## config.mk

```make
export PLATFORM = sky130hd
export DESIGN_NAME = vga_timing_core
export DESIGN_NICKNAME = d
export VERILOG_FILES = /design/src/rtl/vga_timing_pkg.sv /design/src/rtl/vga_timing_core_axis.sv /design/src/rtl/vga_timing_core.sv
export SDC_FILE = /design/constraint.sdc
export NUM_CORES = 1
export LEC_CHECK = 0
export ABC_AREA = 1
export BUFFER_PORTS_ARGS = -buffer_cell sky130_fd_sc_hd__buf_2
export CAP_MARGIN = 30
export CORE_ASPECT_RATIO = 1.25
export CORE_MARGIN = 1
export CORE_UTILIZATION = 40
export DETAILED_ROUTE_END_ITERATION = 7
export GPL_TIMING_DRIVEN = 0
export PLACE_DENSITY = 0.6
export SYNTH_ARGS = -nofsm -noshare
export SYNTH_HDL_FRONTEND = slang
export SYNTH_SLANG_ARGS = --single-unit
```

## constraint.sdc

```tcl
create_clock -name clk -period 2.5 [get_ports clk]
set_input_delay 0 -clock clk [delete_from_list [all_inputs] [get_ports clk]]
set_output_delay 0 -clock clk [all_outputs]
set_load 0.01 [all_outputs]
```

## src/rtl/vga_timing_pkg.sv

```systemverilog
// Shared constants and helpers for the VGA raster timing core.
// Defaults describe 640x480@60 with a 25.175 MHz pixel clock.
package vga_timing_pkg;

  localparam int CNT_W = 10;

  localparam int DEF_H_ACTIVE = 640;
  localparam int DEF_H_FP     = 16;
  localparam int DEF_H_SYNC   = 96;
  localparam int DEF_H_BP     = 48;
  localparam int DEF_V_ACTIVE = 480;
  localparam int DEF_V_FP     = 10;
  localparam int DEF_V_SYNC   = 2;
  localparam int DEF_V_BP     = 33;

  localparam int DEF_H_TOTAL = DEF_H_ACTIVE + DEF_H_FP + DEF_H_SYNC + DEF_H_BP;
  localparam int DEF_V_TOTAL = DEF_V_ACTIVE + DEF_V_FP + DEF_V_SYNC + DEF_V_BP;

  typedef enum logic [1:0] {
    PH_ACTIVE = 2'd0,
    PH_FRONT  = 2'd1,
    PH_SYNC   = 2'd2,
    PH_BACK   = 2'd3
  } axis_phase_e;

  // The phase walks ACTIVE -> FRONT -> SYNC -> BACK as the counter rises,
  // so it is a pure function of the count and its region boundaries.
  function automatic axis_phase_e phase_of(input logic [CNT_W-1:0] cnt,
                                           input logic [CNT_W-1:0] fp_start,
                                           input logic [CNT_W-1:0] sync_start,
                                           input logic [CNT_W-1:0] bp_start);
    if (cnt < fp_start)        return PH_ACTIVE;
    else if (cnt < sync_start) return PH_FRONT;
    else if (cnt < bp_start)   return PH_SYNC;
    else                       return PH_BACK;
  endfunction

endpackage

```

## src/rtl/vga_timing_core_axis.sv

```systemverilog
// vga_axis_counter: one raster axis (pixels in a line or lines in a frame).
// Flags describe the count that will be held after the coming clock edge.
module vga_axis_counter
  import vga_timing_pkg::*;
#(
  parameter int ACTIVE = DEF_H_ACTIVE,
  parameter int FP     = DEF_H_FP,
  parameter int SYNC   = DEF_H_SYNC,
  parameter int BP     = DEF_H_BP
) (
  input  logic             clk,
  input  logic             rst_n,
  input  logic             adv_i,
  output logic [CNT_W-1:0] count_o,
  output logic             wrap_o,
  output logic             sync_nxt_o,
  output logic             active_nxt_o
);

  localparam int TOTAL = ACTIVE + FP + SYNC + BP;

  if (TOTAL > (1 << CNT_W)) begin : g_total_too_big
    $error("vga_axis_counter: total %0d exceeds %0d", TOTAL, 1 << CNT_W);
  end

  localparam logic [CNT_W-1:0] LAST       = CNT_W'(TOTAL - 1);
  localparam logic [CNT_W-1:0] FP_START   = CNT_W'(ACTIVE);
  localparam logic [CNT_W-1:0] SYNC_START = CNT_W'(ACTIVE + FP);
  localparam logic [CNT_W-1:0] BP_START   = CNT_W'(ACTIVE + FP + SYNC);

  logic [CNT_W-1:0] count_q, count_d;
  axis_phase_e      phase_d;

  assign wrap_o = adv_i && (count_q == LAST);

  always_comb begin
    count_d = count_q;
    if (adv_i) begin
      count_d = (count_q == LAST) ? '0 : count_q + CNT_W'(1);
    end
  end

  assign phase_d      = phase_of(count_d, FP_START, SYNC_START, BP_START);
  assign sync_nxt_o   = (phase_d == PH_SYNC);
  assign active_nxt_o = (phase_d == PH_ACTIVE);

  // Reset parks on the last count so the first enabled edge lands on 0.
  always_ff @(posedge clk) begin
    if (!rst_n) count_q <= LAST;
    else        count_q <= count_d;
  end

  assign count_o = count_q;

endmodule

```

## src/rtl/vga_timing_core.sv

```systemverilog
// vga_timing_core: registered VGA raster timing (sync, blanking, position, strobes).
// Define VGA_TIMING_FRAME_CNT_EN to build the 8-bit frame counter; otherwise it reads 0.
module vga_timing_core
  import vga_timing_pkg::*;
#(
  parameter int H_ACTIVE  = DEF_H_ACTIVE,
  parameter int H_FP      = DEF_H_FP,
  parameter int H_SYNC    = DEF_H_SYNC,
  parameter int H_BP      = DEF_H_BP,
  parameter int V_ACTIVE  = DEF_V_ACTIVE,
  parameter int V_FP      = DEF_V_FP,
  parameter int V_SYNC    = DEF_V_SYNC,
  parameter int V_BP      = DEF_V_BP,
  parameter bit HSYNC_POL = 1'b0,
  parameter bit VSYNC_POL = 1'b0
) (
  input  logic       clk,
  input  logic       rst_n,
  output logic       hsync,
  output logic       vsync,
  output logic       display_on,
  output logic [9:0] hpos,
  output logic [9:0] vpos,
  output logic       line_start,
  output logic       frame_start,
  output logic [7:0] frame_cnt
);

  logic h_wrap, h_sync_nxt, h_active_nxt;
  logic v_wrap, v_sync_nxt, v_active_nxt;

  vga_axis_counter #(
    .ACTIVE(H_ACTIVE), .FP(H_FP), .SYNC(H_SYNC), .BP(H_BP)
  ) u_h_axis (
    .clk          (clk),
    .rst_n        (rst_n),
    .adv_i        (1'b1),
    .count_o      (hpos),
    .wrap_o       (h_wrap),
    .sync_nxt_o   (h_sync_nxt),
    .active_nxt_o (h_active_nxt)
  );

  // Lines advance only on the pixel wrap, so vsync can only move there too.
  vga_axis_counter #(
    .ACTIVE(V_ACTIVE), .FP(V_FP), .SYNC(V_SYNC), .BP(V_BP)
  ) u_v_axis (
    .clk          (clk),
    .rst_n        (rst_n),
    .adv_i        (h_wrap),
    .count_o      (vpos),
    .wrap_o       (v_wrap),
    .sync_nxt_o   (v_sync_nxt),
    .active_nxt_o (v_active_nxt)
  );

  logic hsync_q, vsync_q, display_on_q, line_start_q, frame_start_q;
  logic hsync_d, vsync_d, display_on_d, line_start_d, frame_start_d;

  // A wrap on an axis means the next count on that axis is 0.
  assign hsync_d       = h_sync_nxt ? HSYNC_POL : ~HSYNC_POL;
  assign vsync_d       = v_sync_nxt ? VSYNC_POL : ~VSYNC_POL;
  assign display_on_d  = h_active_nxt && v_active_nxt;
  assign line_start_d  = h_wrap;
  assign frame_start_d = v_wrap;

  always_ff @(posedge clk) begin
    if (!rst_n) begin
      hsync_q       <= ~HSYNC_POL;
      vsync_q       <= ~VSYNC_POL;
      display_on_q  <= 1'b0;
      line_start_q  <= 1'b0;
      frame_start_q <= 1'b0;
    end else begin
      hsync_q       <= hsync_d;
      vsync_q       <= vsync_d;
      display_on_q  <= display_on_d;
      line_start_q  <= line_start_d;
      frame_start_q <= frame_start_d;
    end
  end

  assign hsync       = hsync_q;
  assign vsync       = vsync_q;
  assign display_on  = display_on_q;
  assign line_start  = line_start_q;
  assign frame_start = frame_start_q;

`ifdef VGA_TIMING_FRAME_CNT_EN
  logic [7:0] frame_cnt_q;

  always_ff @(posedge clk) begin
    if (!rst_n)             frame_cnt_q <= 8'd0;
    else if (frame_start_d) frame_cnt_q <= frame_cnt_q + 8'd1;
  end

  assign frame_cnt = frame_cnt_q;
`else
  assign frame_cnt = 8'd0;
`endif

endmodule

```

==> results by group <==
Setup path
  – Buf+Inv Stages, Crit Path: 2
  – CP max stage cell: dfxtp_1
  – Cell chain of the critical path: ha_1, nand2_1, nor2_4, nand3_2, buf_6, o21ai_1, nand2_1, inv_1, nand3_1, nor2_1, nand2_1
  – CP peak stage delay: 0.39 ns
  – CP most frequent cell: nand2_1
  – Crit Path Max Fanout: 10
  – CP Class: reg2reg
  – Worst setup SP type: flip-flop
  – Crit end category: flip-flop
  – Req. time, crit path: 2.66 ns
  – Kind of cell adding the most delay to the critical path: simple AND/OR/NAND/NOR gates
  – Worst path arrival time: about 2.0 ns

Logic synthesis
  – Largest family of logic cells by synthesized area: simple AND/OR/NAND/NOR gates
  – Sequential-to-total area share from yosys stat: 33.6%
  – Post-synth top area share: roughly 34%
  – Syn_area_per_cell: 6.48 µm²
  – Gate count of the mapped netlist: 230
  – Synth warn: 0
  – Xor and xnor area share after synthesis: 1.17%
  – Post-Synth Adder-Cell Area: under 10%
  – Syn Std Cell Area: between 0.001 and 0.0015 mm²
  – Area leader, netlist: dfxtp_1
  – Yosys cell types: 26
  – Synth Area in Compound Gates: 7.89%
  – Synth Register Bits: 25
  – Ranking of synthesized cells by area: dfxtp_1, nand2_1, inv_1
  – Post-synthesis mux area share: 0%
  – Post-synthesis simple-gate area fraction: 42.0%

Global route
  – First-pass GRT wire length: 5580 µm
  – Pin count of the biggest net entering global routing: 14
  – Antenna violations before repair: 0
  – GRT Residual Overflow: 0
  – Overall Global Routing Usage: 17.9%
  – Vias in the first global route: 1298

Cells and area
  – Finished Layout Cells: a little over 300
  – Multi-input gate area: 830 µm²
  – Register Area: between 500 and 600 µm²
  – N_diodes: 0
  – Most common cell after layout, fill and taps aside: nand2_1
  – Most frequent cells in the layout: nand2_1, inv_1, nor2_1
  – Nets: 273
  – Util after Layout: 49.6%
  – P&R area growth vs syn: 16.8%
  – FILL cells: between 300 and 400
  – Layout cells sized above 1: roughly a fifth

Routing
  – Detailed-route wire length per cell: 10.8 µm
  – Iter 0 DRT Violations: 41
  – Post-Route WL: 3310 µm
  – ANT nets after route: 0
  – First drt pass iteration count: 4
  – # DRC: 0
  – Vias/cell: 4.72
  – Routed vias: between 1000 and 1500

Timing
  – Worst Skew: roughly 0.0033 ns
  – # setup viols final: 0
  – Pins Over Slew Limit: 0
  – Setup repair after global routing missed its margin: no
  – Slew @ Worst Pin: roughly 0.53 ns
  – Final setup margin: 0.661 ns
  – Slew margin rel.: 65.0%
  – Peak Freq: 544 MHz
  – Min cycle time layout: 1.84 ns
  – Tcrit/Tclk final: about three quarters
  – Final hold vios: 0
  – Total negative slack: 0 ns

Floorplan
  – Die area: ~0.0040 mm²
  – Initial core utilization: 42.5%
  – Core area: approximately 0.0035 mm²
  – Num rows: 24
  – Die Width: 56.6 µm
  – Die height: 70.3 µm
  – Num ports: 35

Clocking
  – Post-CTS Setup Inserts: 0
  – Post-CTS sizing: 0
  – Cts hold-fix bufs: 0
  – Clk_lat worst skew: approximately 0.26 ns
  – CTS tree: done
  – CTS HTree Levels: 1
  – Sink Count: 25
  – CTS buffer count: 3
  – Clock slew at reported path FFs: 0.09 ns
  – Clock Tree Buf Depth: 2
  – Root Buffer: clkbuf_8

Placed design
  – Place WS: around 0.67 ns
  – Gpl congestion: about 0.81
  – Post-DP HPWL: 2600 µm
  – # port buffers: 26
  – Placed Cells: 302

Status
  – Status: finished, final reports clean

Job
  – Max-cap violation count: 0

Min path
  – Hold crit path type: in2reg

Pwr
  – Worst VDD drop: 0.566 mV
  – P_leak: roughly 0.90 nW
  – Pwr dens: ~1200 mW/mm²
[stage by stage]
| step | hold slack (ns) | instance area, µm² | total power, W |
|---|---|---|---|
| after floorplan | 0.165 | 1520 | 0.00156 |
| after global placement | 0.295 | 1700 | 0.00188 |
| after detailed placement | 0.301 | 1700 | 0.00188 |
| after CTS | 0.00824 | 1740 | 0.00212 |
| after global routing | 0.0141 | 1740 | 0.00232 |
| final | 0.0107 | 1740 | 0.00210 |
[worst paths after layout]
check | from | end | slack, ns | cells after the start
worst max register to register | u_h_axis.count_o[0] | vsync | 0.66 | 11
worst max-delay path | u_h_axis.count_o[0] | vsync | 0.66 | 11
worst min-delay path | rst_n | u_v_axis.count_o[0] | 0.01 | 3
worst min register to register | u_h_axis.count_o[0] | u_h_axis.count_o[0] | 0.53 | 1
[logic make-up (layout without fill, tap and decap cells)]
kind of cell             after synthesis  in the layout
AO/OA/AOI/OAI                         22             22
adder cells (fa/ha/maj)                3              3
other                                  1              8
buffers and inverters                 40             70
XOR/XNOR                               2              2
flip-flops                            25             25
AND/OR/NAND/NOR                      137            137
[worst min-delay path, stage by stage]
cell and delay, ns:
buf_2 0.10, nand2_1 0.09, a21oi_1 0.04
[cell usage after synthesis]
cell type,number
inv_2,1
nor2_1,28
nor2_4,2
o21ai_0,9
o21ai_1,4
nand3_1,13
nand4_1,7
nand3_2,4
nand2_2,3
a21oi_1,6
o21bai_1,1
buf_6,1
nor2_8,1
dfxtp_1,25
clkbuf_1,2
buf_4,8
nor2_2,3
nand2_1,71
a21oi_2,1
or2_1,1
nor3_1,4
a31oi_1,1
xor2_1,2
inv_1,28
ha_1,3
conb_1,1
[final cells by class]
class	count	area share, %
flip-flops and latches	25	28.7
inverters	29	6.25
clock buffers	4	2.59
repair buffers	26	7.47
multi-input cells	172	47.6
well taps	39	2.80
plain buffers	11	4.53
[report_power, final]
part	leakage (nW)	internal (W)	switching (W)
registers	0.204	0.000515	0.000132
logic	0.669	0.000430	0.000781
clock network	0.0228	0.000114	0.000124
[registers in the layout (all words and copies together) (netlist names)]
name	cells
display_on	1
frame_start	1
hsync	1
line_start	1
u_h_axis.count_o	10
u_v_axis.count_o	10
vsync	1
[layer usage]
metal	part of all wire (%)	wire length, µm	GRT usage, %	up-vias
li1	-	-	-	782
met1	46	1510	21.2	633
met2	50	1660	31.4	24
met3	2.5	82	2.22	4
met4	1.6	53	8.67	0
met5	0	0	0	-
No activity file was read; power rests on OpenSTA's default activity.
